--- src/rtl/reg_file_bank.sv ---
// reg_file_bank: 32 x DATA_W MIPS general-purpose register storage.
// Takes one writeback write per cycle and exposes every register as a flat
// bus for the two read-port muxes. Register 0 is hard-wired to zero. The block
// also tracks which registers have been written since reset, counts accepted
// writes with saturation, and flags writes that were aimed at $zero.
module reg_file_bank #(
    parameter int               DATA_W   = 32,
    parameter logic [DATA_W-1:0] SP_RESET = 32'h7FFF_EFFC,
    parameter logic [DATA_W-1:0] GP_RESET = 32'h1000_8000,
    parameter bit               BYPASS   = 1'b1
) (
    input  logic                  clk,
    input  logic                  rst,
    input  logic                  we,
    input  logic [4:0]            waddr,
    input  logic [DATA_W-1:0]     wdata,
    output logic [32*DATA_W-1:0]  regs_flat,
    output logic [31:0]           written,
    output logic [15:0]           wr_count,
    output logic                  zero_wr
);

    localparam int NUM_REGS = 32;
    localparam int SP_IDX   = 29;
    localparam int GP_IDX   = 28;

    // Architectural reset value of a register: $gp and $sp start at the
    // conventional MIPS memory-map locations, everything else clears.
    function automatic logic [DATA_W-1:0] reset_value(input logic [4:0] idx);
        logic [DATA_W-1:0] val;
        val = '0;
        if (idx == 5'(GP_IDX)) begin
            val = GP_RESET;
        end else if (idx == 5'(SP_IDX)) begin
            val = SP_RESET;
        end
        return val;
    endfunction

    // Saturating increment: the counter sticks at all-ones instead of
    // wrapping, so a long-running count never reads as small again.
    function automatic logic [15:0] sat_inc(input logic [15:0] cnt);
        logic [15:0] nxt;
        nxt = cnt;
        if (cnt != 16'hFFFF) begin
            nxt = cnt + 16'd1;
        end
        return nxt;
    endfunction

    // Qualified write requests. Gating by we first keeps X on waddr/wdata
    // from leaking into state or the read view while the port is idle, and
    // gating by rst gives reset priority over a same-cycle write.
    logic wr_accept;
    logic zero_attempt;

    assign wr_accept    = we & ~rst & (waddr != 5'd0);
    assign zero_attempt = we & ~rst & (waddr == 5'd0);

    // One-hot write select; bit 0 can never be set, so $zero is never touched.
    logic [NUM_REGS-1:0] wr_sel;

    // Decode the destination index into a one-hot register select.
    always_comb begin
        wr_sel = '0;
        if (wr_accept) begin
            wr_sel[waddr] = 1'b1;
        end
    end

    // Storage for r1..r31; r0 has no flops since it always reads zero.
    logic [DATA_W-1:0] regs_q [1:NUM_REGS-1];

    genvar k;
    generate
        for (k = 1; k < NUM_REGS; k++) begin : g_reg
            // Per-register storage: reset to its architectural value, else
            // load write data when selected.
            always_ff @(posedge clk) begin
                if (rst) begin
                    regs_q[k] <= reset_value(5'(k));
                end else if (wr_sel[k]) begin
                    regs_q[k] <= wdata;
                end
            end
        end
    endgenerate

    // Flat read view. Slice 0 is constant zero. With BYPASS set, the slice
    // being written this cycle shows the incoming data so a same-cycle
    // reader sees the new value; wr_sel already excludes reset cycles.
    generate
        for (k = 0; k < NUM_REGS; k++) begin : g_view
            if (k == 0) begin : g_zero
                assign regs_flat[DATA_W-1:0] = '0;
            end else if (BYPASS) begin : g_bypass
                assign regs_flat[k*DATA_W +: DATA_W] = wr_sel[k] ? wdata : regs_q[k];
            end else begin : g_stored
                assign regs_flat[k*DATA_W +: DATA_W] = regs_q[k];
            end
        end
    endgenerate

    // Written-since-reset tracker: bits accumulate and only reset clears them.
    always_ff @(posedge clk) begin
        if (rst) begin
            written <= '0;
        end else begin
            written <= written | wr_sel;
        end
    end

    // Accepted-write counter, saturating at 16'hFFFF.
    always_ff @(posedge clk) begin
        if (rst) begin
            wr_count <= '0;
        end else if (wr_accept) begin
            wr_count <= sat_inc(wr_count);
        end
    end

    // One-cycle flag following any attempted write to $zero.
    always_ff @(posedge clk) begin
        if (rst) begin
            zero_wr <= 1'b0;
        end else begin
            zero_wr <= zero_attempt;
        end
    end

endmodule
--- config.mk ---
export PLATFORM = sky130hd
export DESIGN_NAME = reg_file_bank
export DESIGN_NICKNAME = d
export VERILOG_FILES = /design/src/rtl/reg_file_bank.sv
export SDC_FILE = /design/constraint.sdc
export NUM_CORES = 2
export LEC_CHECK = 0
export CAP_MARGIN = 30
export CORE_AREA = 2 2 428 430
export CTS_BUF_LIST = sky130_fd_sc_hd__clkbuf_4
export DETAILED_ROUTE_END_ITERATION = 7
export DIE_AREA = 0 0 430 432
export GPL_ROUTABILITY_DRIVEN = 0
export MAX_ROUTING_LAYER = met4
export PLACE_DENSITY = 0.56
export SYNTH_ARGS = -nofsm -noshare
export SYNTH_HDL_FRONTEND = slang
export SYNTH_SLANG_ARGS = --single-unit
--- constraint.sdc ---
create_clock -name clk -period 8.2 [get_ports clk]
set_clock_uncertainty 0.05 [all_clocks]
set_input_delay 0.82 -clock clk [delete_from_list [all_inputs] [get_ports clk]]
set_output_delay 0.82 -clock clk [all_outputs]
set_load 0.02 [all_outputs]
Yosys cells after proc, flatten, opt, wreduce, memory -nomap -nowiden
Memories as Yosys holds them, arrays and structs flattened.
Cells that the tools add are included.
W data, S select, Z words.
{"block": "totals", "inputBits": 40, "elab_cells": 208, "ram_bits": 992, "register_bits": 49, "output_inout_bits": 1073, "mem_count": 1}
{"name": "regs_q", "words": 31, "width": 32, "rd": 31, "rd_ports_with_merged_regs": 0, "wr": 31, "line_no": "72", "rtl": "logic [DATA_W-1:0] regs_q [1:NUM_REGS-1];"}
{"block": "classes", "reduce_logical": 4, "n_bitwise": 36, "muxes": 160, "eq_ne": 1, "addsub": 1, "n_lt_le_gt_ge": 2}
{"cell": "$mux W32", "n": 63}
{"cell": "$mux W1", "n": 96}
{"cell": "$or A32 B32 Y32", "n": 1}
{"cell": "$or A1 B1 Y1", "n": 31}
{"cell": "$add A16 B1 Y16 const B", "n": 1}
{"cell": "$ne A16 B16 Y1 const B", "n": 1}
{"cell": "$lt A5 B6 Y1 const B", "n": 1}
{"cell": "$demux W1 S5", "n": 1}
{"cell": "$ge A5 B1 Y1 const B", "n": 1}
{"cell": "$logic_not A5 Y1", "n": 1}
{"cell": "$reduce_bool A5 Y1", "n": 1}
{"cell": "$and A1 B1 Y1", "n": 3}
{"cell": "$reduce_and A2 Y1", "n": 1}
{"cell": "$logic_and A1 B1 Y1", "n": 1}
{"cell": "$not A1 Y1", "n": 1}

Logic depth before layout (Yosys ltp)
{"block": "depth", "depth_word": 9, "depth_mapped": 9, "mapped_depth_nobuf": 5}

Least setup slack after synthesis
OpenSTA, ideal clock, no wires.
{"block": "synth_path", "path_type": "input to output", "from": "input port rst", "to": "output port regs_flat[697]", "path_slack_ps": 4794, "path_buffers": 5, "t_arrival_ps": 2536, "stages": 8, "t_required_ps": 7330, "cell_sequence": "clkbuf_1 or3b_1 buf_2 buf_6 nor3_2 buf_2 buf_4 mux2_1"}
{"block": "synth_between", "elab_chain_cells": 5}
{"item": "start: declaration", "line_no": "13", "rtl": "input logic rst,"}
{"item": "$not A1 Y1", "line_no": "57", "rtl": "assign wr_accept = we & ~rst & (waddr != 5'd0);"}
{"item": "$and A1 B1 Y1 (2 in a row)", "line_no": "57"}
{"item": "$mux W32", "line_no": "66", "rtl": "if (wr_accept) begin"}
{"item": "$mux W32", "line_no": "97", "rtl": "assign regs_flat[k*DATA_W +: DATA_W] = wr_sel[k] ? wdata : regs_q[k];"}
{"item": "end: declaration", "line_no": "17", "rtl": "output logic [32*DATA_W-1:0] regs_flat,"}
No other way between the ends.

Worst setup path after layout
{"block": "layout_path", "from": "input port rst", "to": "output port regs_flat[926]"}
Same word-level chain as after synthesis.

==> impl_results.md <==
* Status: completed
* Internal at around 9.5 mW
* TritonCTS Buffers at approximately 320
* Buffers on Ports at about 1100
* Vias in the first global route at about 34000
* Post-DP HPWL at approximately 130000 um
* Maximum VDD drop at between 100 and 150 uV
* Wirelength per Cell at between 20 and 30 um
* Total grt overflow at 0
* Post-Syn Area at 50600 sq um
* Share of flip-flops with an asynchronous set or reset at 0%
* Placed Area at approximately 64000 sq um
* Initial antenna violation count at 29
* Clk network pwr share at 38.7%
* Switching portion of total power at 27.4%
* Setup TNS at 0 ps
* Top FF cell, synth: edfxtp_1
* CTS clk-pin slew, worst paths at ~70 ps
* # rows at 157
* Kind of critical path: input pin to primary output
* Max-slew violations at 0
* Total core area at between 150000 and 200000 sq um
* Final setup fails at 0
* Die area at approximately 190000 sq um
* Largest buffer count on any clock path at 4
* Clk sinks at 1041
* Critical path arrival at around 4800 ps
* Post-synthesis sequential area ratio at approximately three fifths
* Post-synthesis register bit count at 1041
* Logic gate share of total power at between 10% and 20%
* Hold Crit Class: input pin to register
* Period utilization at ~69%
* Final min period at 5650 ps
* Gr usage total at between 20% and 30%
* Synth Area per Inst at approximately 14 sq um
* Largest net degree at the start of global routing at 67
* Number of routed nets with antenna violations at 0
* Leading cell types in the layout, fill and taps excluded: clkdlybuf4s50_1 (1047), edfxtp_1 (992), and2_1 (962)
* CP Data Required Time at 7330 ps
* Clk Latency, worst-skew pair at approximately 1300 ps
* Syn. warnings at 0
* Max cap viols at 0
* Synthesized instance count at about 3700
* Area grow syn2layout at 34.2%
* GRT busiest layer: met2
* Top fanout value on the critical path at 66
* Startpoint type of the worst setup path: input pin
* First-pass GRT wire length at ~280000 um
* Vias per cell at between 4 and 5
* Commonest non-fill, non-tap cell in the layout: clkdlybuf4s50_1
* Die W at 430 um
* Final instance area at between 60000 and 70000 sq um
* DRC viols at 0
* CTS HTree Levels at 5
* Leakage at around 25 nW
* Power Density at about 190 nW/um^2
* Measured slew at the worst slew-check pin at between 1000 and 1500 ps
* Drt first-iter violations at 2465
* RSZ-0062 raised after global routing: no
* Worst Setup End Kind: primary output
* P_sw at 3.59 mW
* First-pass DRT Iterations at 5
* Postcts setup bufs at 0
* Final Hold Vio Count at 0
* Vias at about 35000
* Sequential Power Share at 46.9%
* GR met1 Demand/Resource at about a quarter
* Root Driver: clkbuf_4
* # nets final at around 5000
* TritonCTS clock tree: built
* Drt total wl at just over 200000 um
* Unique cell type count in the Yosys netlist at between 40 and 50
* Worst slew margin at 30.9%
* Die height at 432 um
* Max Freq at 177 MHz
* IO Pins at between 1000 and 1500
* Met3 global-route usage at between 5 and 6%
* Post-synth EDFFs at between 900 and 1000
* Grt met2 use at between 30% and 40%
* Share of cells above drive strength 1 at between 20% and 30%
* Initial Util at about 28%
-- worst max-delay path, stage by stage --
cell	delay, ps
dlygate4sd3_1	570
buf_4	300
nand3b_1	690
nor3_2	590
buf_4	700
mux2_2	410
clkdlybuf4s50_1	610
-- cells by family (layout without fill, tap and decap cells) --
group | count (synthesis) | after routing | synth area share (%)
simple gates | 1190 | 1190 | 14.3
flops | 1041 | 1041 | 60.8
mux | 770 | 770 | 17.1
buf+inv | 463 | 1753 | 4.00
compound gates | 252 | 252 | 3.70
fa+ha+maj | 1 | 1 | 0.0247
other cells | 1 | 59 | 0.00741
-- per-stage QoR --
step,setup slack (ps),hold slack [ps],total power [mW],cells,util [%]
after floorplan,4790,496,7.14,3749,-
after global placement,2850,400,8.14,6848,34.8
after detailed placement,2940,406,8.16,6864,35.0
after CTS,2490,15.1,13.3,7417,37.3
after global routing,2340,115,13.7,7432,37.3
final,2550,247,13.1,7451,37.4
-- power by group through the flow --
stage | combinational [mW] | sequential, mW | clock [mW]
6_report | 1.88 | 6.16 | 5.08
2_1_floorplan | 0.896 | 6.24 | 0
4_1_cts | 1.90 | 6.16 | 5.27
5_1_grt | 1.95 | 6.18 | 5.53
3_3_place_gp | 1.87 | 6.26 | 0
3_5_place_dp | 1.89 | 6.27 | 0
-- metal layers --
| layer | up-vias | part of all wire [%] |
|---|---|---|
| met4 | 0 | 4.5 |
| met2 | 1497 | 49 |
| met5 | - | 0 |
| met1 | 17600 | 39 |
| li1 | 15500 | - |
| met3 | 416 | 7.4 |
-- cell type report --
type / instances / area [sq um]
flip-flops and latches: 1041 / 30800
clock inverters: 54 / 274
well taps: 2385 / 2980
clock buffers: 479 / 3600
repair buffers: 1215 / 12100
multi-input cells: 2245 / 18100
inverters: 5 / 18.8
fillers: 17700 / 114000
diodes: 27 / 67.6
-- sequential cells by signal, indices dropped and copies added, names as in the netlist --
register and flops:
regs_q 992, zero_wr 1, written 32, wr_count 16
-- repair_timing --
action,in CTS,in global routing
gates resized for setup,0,0
endpoints found under the hold margin,167,13
hold buffers,20,2
-- Yosys cell counts (11+ instances only) --
cell type,count,area (sq um)
or2_2,27,169
a21o_1,224,1680
mux2_2,752,8470
nand2_1,24,90.1
clkbuf_1,310,1160
dfxtp_1,49,981
edfxtp_1,992,29800
buf_4,38,285
buf_2,108,541
nor2_1,69,259
nand2b_1,35,219
and2_1,962,6020
nor3_1,18,90.1
mux2_1,17,191
or4_1,11,82.6
-- worst paths after layout --
path / slack (ps) / from / to / cells after the start
max reg2reg: 5800 / wr_count[2]$_SDFFE_PP0P_ / wr_count[13]$_SDFFE_PP0P_ / 5
min reg2reg: 420 / written[17]$_SDFF_PP0_ / written[17]$_SDFF_PP0_ / 2
max: 2550 / rst / regs_flat[926] / 7
min: 250 / wdata[19] / regs_q[0][723]$_SDFFCE_PN0P_ / 2
Power figures use the tool's default switching activity.
